$ cat src/rtl/m_usequencer.sv
// m_usequencer: next microcode index selection, store clock enable, shift-step counter and bus wait timeout.
module m_usequencer #(
    parameter logic [7:0]  RESET_UADR   = 8'h00,
    parameter logic [7:0]  IRQ_UADR     = 8'h02,
    parameter logic [7:0]  BUSERR_UADR  = 8'h04,
    parameter int unsigned WAIT_TIMEOUT = 16
) (
    input  logic       clk,
    input  logic       rst,
    input  logic [7:0] rinx,
    input  logic [7:0] dinx,
    input  logic       use_dinx,
    input  logic       use_brcond,
    input  logic       brcond,
    input  logic       sa18,
    input  logic       sa19,
    input  logic [4:0] shamt,
    input  logic       stall,
    input  logic       irq_take,
    output logic [7:0] minx,
    output logic       progress_ucode,
    output logic       shcnt_zero,
    output logic       bus_err
);
    typedef enum logic [1:0] {IDLE, SHIFT, WAIT} state_t;
    state_t     r_state;
    logic [4:0] r_shcnt;
    logic [7:0] r_wcnt;
    logic       w_sa_load;
    logic       w_sa_dec;
    logic       w_shift_go;
    logic       w_fire;
    assign w_sa_load  = {sa19, sa18} == 2'b01;
    assign w_sa_dec   = {sa19, sa18} == 2'b10;
    assign w_shift_go = r_state == IDLE && w_sa_load && shamt != 5'd0;
    assign w_fire     = r_state == WAIT && WAIT_TIMEOUT != 0 && r_wcnt == 8'(WAIT_TIMEOUT) && stall;
    assign bus_err    = w_fire && !rst;
    assign shcnt_zero = r_shcnt == 5'd0;
    always_comb begin
        minx = rst ? RESET_UADR :
               w_fire ? BUSERR_UADR :
               use_dinx ? (irq_take ? IRQ_UADR : dinx) :
               {rinx[7:1], rinx[0] | (use_brcond & brcond)};
        // a shift load takes precedence over a stall in the same IDLE cycle
        progress_ucode = rst ? 1'b1 :
                         r_state == SHIFT ? r_shcnt == 5'd1 :
                         r_state == WAIT ? (!stall || w_fire) :
                         !(w_shift_go || stall);
    end
    always_ff @(posedge clk) begin
        if (rst) begin
            r_state <= IDLE;
            r_shcnt <= 5'd0;
            r_wcnt  <= 8'd0;
        end else begin
            case (r_state)
                IDLE: begin
                    if (w_sa_load) r_shcnt <= shamt;
                    else if (w_sa_dec && r_shcnt != 5'd0) r_shcnt <= r_shcnt - 5'd1;
                    if (w_shift_go) r_state <= SHIFT;
                    else if (stall) begin
                        r_state <= WAIT;
                        r_wcnt  <= 8'd1;
                    end
                end
                SHIFT: begin
                    r_shcnt <= r_shcnt - 5'd1;
                    if (r_shcnt == 5'd1) r_state <= IDLE;
                end
                WAIT: begin
                    if (!stall || w_fire) begin
                        r_state <= IDLE;
                        r_wcnt  <= 8'd0;
                    end else if (r_wcnt != 8'hFF) r_wcnt <= r_wcnt + 8'd1;
                end
                default: r_state <= IDLE;
            endcase
        end
    end
endmodule

$ cat config.mk
export PLATFORM = sky130hd
export DESIGN_NAME = m_usequencer
export DESIGN_NICKNAME = d
export VERILOG_FILES = /design/src/rtl/m_usequencer.sv
export SDC_FILE = /design/constraint.sdc
export NUM_CORES = 1
export LEC_CHECK = 0
export CAP_MARGIN = 20
export CORE_AREA = 4 4 79 44
export CTS_CLUSTER_SIZE = 10
export DETAILED_ROUTE_END_ITERATION = 8
export DIE_AREA = 0 0 83 48
export MAX_ROUTING_LAYER = met4
export PLACE_DENSITY = 0.78
export SYNTH_ARGS = -nofsm -noshare
export SYNTH_HDL_FRONTEND = slang
export SYNTH_SLANG_ARGS = --single-unit
export TNS_END_PERCENT = 5
$ cat constraint.sdc
create_clock -name clk -period 2 [get_ports clk]
set_input_delay 0.4 -clock clk [delete_from_list [all_inputs] [get_ports clk]]
set_output_delay 0.4 -clock clk [all_outputs]
set_load 0.05 [all_outputs]
* After elaboration in Yosys (flattened, before gate mapping) *
Cells that the tools add are included.

word-level totals
  register bits after elaboration = 15
  input port bits = 30
  output and inout port bits = 11
  word-level logic and storage cells = 61

operators by class
  add/sub/neg operators = 2
  equal/unequal tests = 14
  mux-type cells = 20
  bitwise logic cells = 2
  reduce and logical (&&, ||, !) cells = 20

operator list
  kind                   number
  $mux W8                8
  $pmux W8 S2            1
  $mux W5                2
  $pmux W5 S2            1
  $reduce_bool A5 Y1     2
  $add A8 B1 Y8 const B  1
  $eq A8 B5 Y1 const B   1
  $mux W2                4
  $ne A8 B8 Y1 const B   1
  $logic_and A1 B1 Y1    6
  $pmux W2 S3            1
  $eq A5 B1 Y1 const B   1
  $logic_not A5 Y1       1
  $sub A5 B1 Y5 const B  1
  $eq A2 B1 Y1 const B   2
  $eq A2 B2 Y1 const B   2
  $ne A2 B1 Y1 const B   2
  $ne A2 B2 Y1 const B   2
  $reduce_and A4 Y1      1
  $reduce_bool A2 Y1     2
  $logic_not A1 Y1       3
  $mux W1                3
  $ne A3 B1 Y1 const B   1
  $ne A3 B2 Y1 const B   1
  7 further kinds        8

* Logic depth before layout (Yosys ltp) *
  word-level depth = 8
  mapped depth = 6
  mapped depth without buffers = 6

* Worst setup path after synthesis *
Ideal clock, no wire load.

  kind = reg2out
  from = reg r_wcnt[0]
  to = out progress_ucode
  arrival = 2.926 ns
  data required time = 1.600 ns
  setup slack = -1.326 ns
  cell stages (with the launch flop) = 7
  buffers on the path = 0
  path through = dfxtp_1 > inv_1 > ha_1 > nor4b_2 > nand3_1 > o21a_1 > o311ai_0

between the ends
  word-level cells in the longest chain between the ends = 7

RTL lines
  element                            RTL line  source
  start, declared                    28        logic [7:0] r_wcnt;
  start signal, assigned             74        end else if (r_wcnt != 8'hFF) r_wcnt <= r_wcnt + 8'd1;
  $eq A8 B5 Y1                       36        assign w_fire = r_state == WAIT && WAIT_TIMEOUT != 0 && r_wcnt == 8'(WAIT_TIMEOUT) && stall;
  $logic_and A1 B1 Y1 (2 in series)  36
  $logic_or A1 B1 Y1                 47        r_state == WAIT ? (!stall || w_fire) :
  $mux W1                            47
  $mux W1                            46        r_state == SHIFT ? r_shcnt == 5'd1 :
  $mux W1                            45        progress_ucode = rst ? 1'b1 :
  end, declared                      21        output logic progress_ucode,

Every way passes these cells.

* Worst setup path after layout *
  from = in sa19
  to = out progress_ucode

between the ends
  word-level cells in the longest chain between the ends = 8

RTL lines
  element                            RTL line  source
  start, declared                    16        input logic sa19,
  $eq A2 B1 Y1                       33        assign w_sa_load = {sa19, sa18} == 2'b01;
  $logic_and A1 B1 Y1 (2 in series)  35        assign w_shift_go = r_state == IDLE && w_sa_load && shamt != 5'd0;
  $logic_or A1 B1 Y1                 48        !(w_shift_go || stall);
  $logic_not A1 Y1                   48
  $mux W1                            47
  $mux W1                            46
  $mux W1                            45

Every way passes these cells.

==> qor.csv <==
metric,value,unit
post-route setup slack,-0.3066,ns
cell type with the highest aggregate area in the netlist,dfxtp_1,
Post-synth EDFFs,0,
diode insertion count for antenna repair,0,
dpl cells,267,
ys async rst share,0,
largest cells by area after synthesis,"dfxtp_1, a21oi_1, nor2b_1, ha_1, nor2_1",
first-pass GRT wire length,7941,um
leakage power of the design,0.8638,nW
most used flip-flop cell after synthesis,dfxtp_1,
CP arrival,1.91,ns
maximum resistive drop on vdd,447.8,uV
share of final-layout standard cells stronger than drive strength 1,0.3390,
number of DRC violations after detailed-routing iteration 0,182,
Die Area,0.003984,mm2
type of element launching the critical path,primary input,
H-tree depth,1,
number of antenna-violating nets in the routed design,0,
share of the clock period used by the worst path after layout,1.153,
nets in the synthesized netlist,193,
maximum number of pins on one net before global-route repair,12,
initial antenna violation count,0,
initial core utilization,0.4325,
number of max-capacitance violations reported,0,
Max Clk Rate,0.4335,GHz
number of max-slew violations in the final report,0,
"wirelength, routed",5112,um
maximum clock insertion buffer count,2,
weighted congestion at the end of routability-driven global placement,0.9468,
total of fill cells in the finished design,186,
aggregate global-route resource usage,0.2684,
Unique masters post-synth,50,
Via density,5.993,
TritonCTS Sinks,15,
residual overflow from global routing,0,
Synthesis Warnings,0,
critical path data required time,1.60,ns
pwr dens,585.7,mW/mm2
total of endpoints with negative setup slack in the final report,11,
cell area after synthesis,0.001227,mm2
I/O Buffers,40,
worst setup path class,primary input to output port,
CP endpoint kind,output port,
share of Yosys cell area claimed by the top area cell type,0.2446,
peak fanout along the critical path,3,
worst min path class,register to register,
status,"complete, but fails checks",
footprint of the flip-flops and latches,302.8,um2
Post-Layout Cell Count,276,
routed len/inst,18.52,um
shortest period the worst path allows,2.307,ns
transition time at the pin with the least slew margin,0.4367,ns
DRC violations left,0,
"Hold Violations, Final",0,
setup skew after layout,0.002844,ns
sequential fraction of the synthesis area,0.2446,
normalized max-slew margin,0.7014,
half-perimeter wire length after placement,3724,um
# IOs,41,
unrepaired setup endpoints after global routing,true,
violations in the final reports,setup timing,
#FFs+latches synth,15,
number of rows in the core area,14,
via count of the first global-routing pass,1601,
cell count after synthesis,159,
clock tree from TritonCTS,done,
DR vias,1654,
core region area,0.002838,mm2
x dimension of the die,83,um
Skew-Pair Late Insertion Delay,0.25,ns
root buffer cell,clkbuf_8,
signed area change from the synthesized netlist to the final layout,80.22,%
length of the first detailed-routing pass in iterations,5,
height of the chip,48,um
Total Nets Final,271,
average cell area after synthesis,7.720,um2
area used by multi-input combinational logic,975.9,um2
clock-pin slew of the registers on the worst-case setup and hold paths,0.06,ns
Num CTS Buffers,3,
total power after layout,1.296,mW
==> cell usage after synthesis (all sizes together), types with 2 or more instances <==
master  instances
nor3            8
o311a           2
nand3b          2
o21ai           6
or4             2
nand3           5
inv            10
dfxtp          15
nor3b           2
or3             2
nand2b          4
clkbuf          4
o32ai           3
o21a            3
nand2          10
a31oi           3
nor2b          10
nor2           13
o31ai           5
ha              4
a21oi          15
a221oi          3
a211oi          5
and3            4
==> worst max-delay path: stages <==
cell	delay (ns)
clkdlybuf4s50_1	0.43
nand2b_1	0.25
a21o_1	0.21
nor3_2	0.27
o311ai_4	0.16
buf_12	0.18
==> layer usage <==
| metal | track usage | share of wire | vias to the layer above |
|---|---|---|---|
| li1 | - | - | 760 |
| met1 | 0.3149 | 0.42 | 752 |
| met2 | 0.4443 | 0.44 | 122 |
| met3 | 0.09450 | 0.12 | 20 |
| met4 | 0.08795 | 0.027 | 0 |
| met5 | - | 0 | - |
==> state kept, by name (all words and copies together) (netlist names) <==
signal,flops
r_wcnt,8
r_shcnt,5
r_state,2
==> cell usage in the layout, fill, tap and decap left out, types with 4 or more instances in the layout <==
cell type        synthesis  routed
dfxtp_1                 15      13
inv_2                    0       5
and3_1                   4       4
o21ai_0                  5       5
nor2_1                  13      13
a21oi_1                 15      15
buf_12                   0      11
inv_1                   10       5
nor2b_1                 10      10
clkdlybuf4s50_1          0      29
o31ai_1                  5       5
nand2b_1                 4       4
nand2_1                 10      10
nand3_1                  5       4
buf_4                    0      37
nor3_1                   8       5
==> power by group <==
group          internal (mW)  switching (mW)  total [mW]
registers              0.327          0.0345       0.361
logic                  0.339           0.344       0.683
clock network          0.138           0.113       0.252
total                  0.804           0.492        1.30
==> through the flow <==
step | instance area (um2) | setup slack (ns) | TNS, ns | util | hold WS [ns]
floorplan | 1240 | -0.2965 | -1.404 | - | 0.4519
global placement | 2028 | -0.2591 | -1.007 | 0.7147 | 0.4704
detailed placement | 2028 | -0.2838 | -1.469 | 0.7147 | 0.4876
CTS | 2152 | -0.2773 | -1.771 | 0.7584 | 0.4962
global route | 2212 | -0.3766 | -3.530 | 0.7795 | 0.5410
finish | 2212 | -0.3066 | -2.287 | 0.7795 | 0.5032
==> kinds of logic after synthesis <==
family,count (synthesis),synth area share
adders and majority gates,4,0.04078
AOI/OAI and AO/OA,58,0.3599
and+or+nand+nor,67,0.3078
DFF,15,0.2446
buffers and inverters,15,0.04689
==> repair_timing <==
item	CTS	global route
pin swaps	4	4
resized for setup	16	6
endpoints found under the setup margin	13	16
setup buffers	2	3
hold buffers	0	0
==> path summary, 6_finish.rpt <==
check	to	cells past startpoint	start	slack, ns
hold reg to reg	r_shcnt[4]	2	r_shcnt[4]	0.50
setup reg to reg	r_shcnt[1]	7	r_shcnt[0]	0
hold / removal	r_shcnt[4]	2	r_shcnt[4]	0.50
setup / recovery	progress_ucode	6	sa19	-0.31
==> cell type report <==
| cell class | instances | area share |
|---|---|---|
| clock buffer | 3 | 0.01867 |
| clock inverter | 1 | 0.002262 |
| inverter | 10 | 0.01697 |
| multi-input combinational | 129 | 0.4412 |
| sequential | 15 | 0.1369 |
| tap | 40 | 0.02262 |
| timing repair buffer | 78 | 0.3614 |
Note: power is estimated with default switching activity, not from simulation.
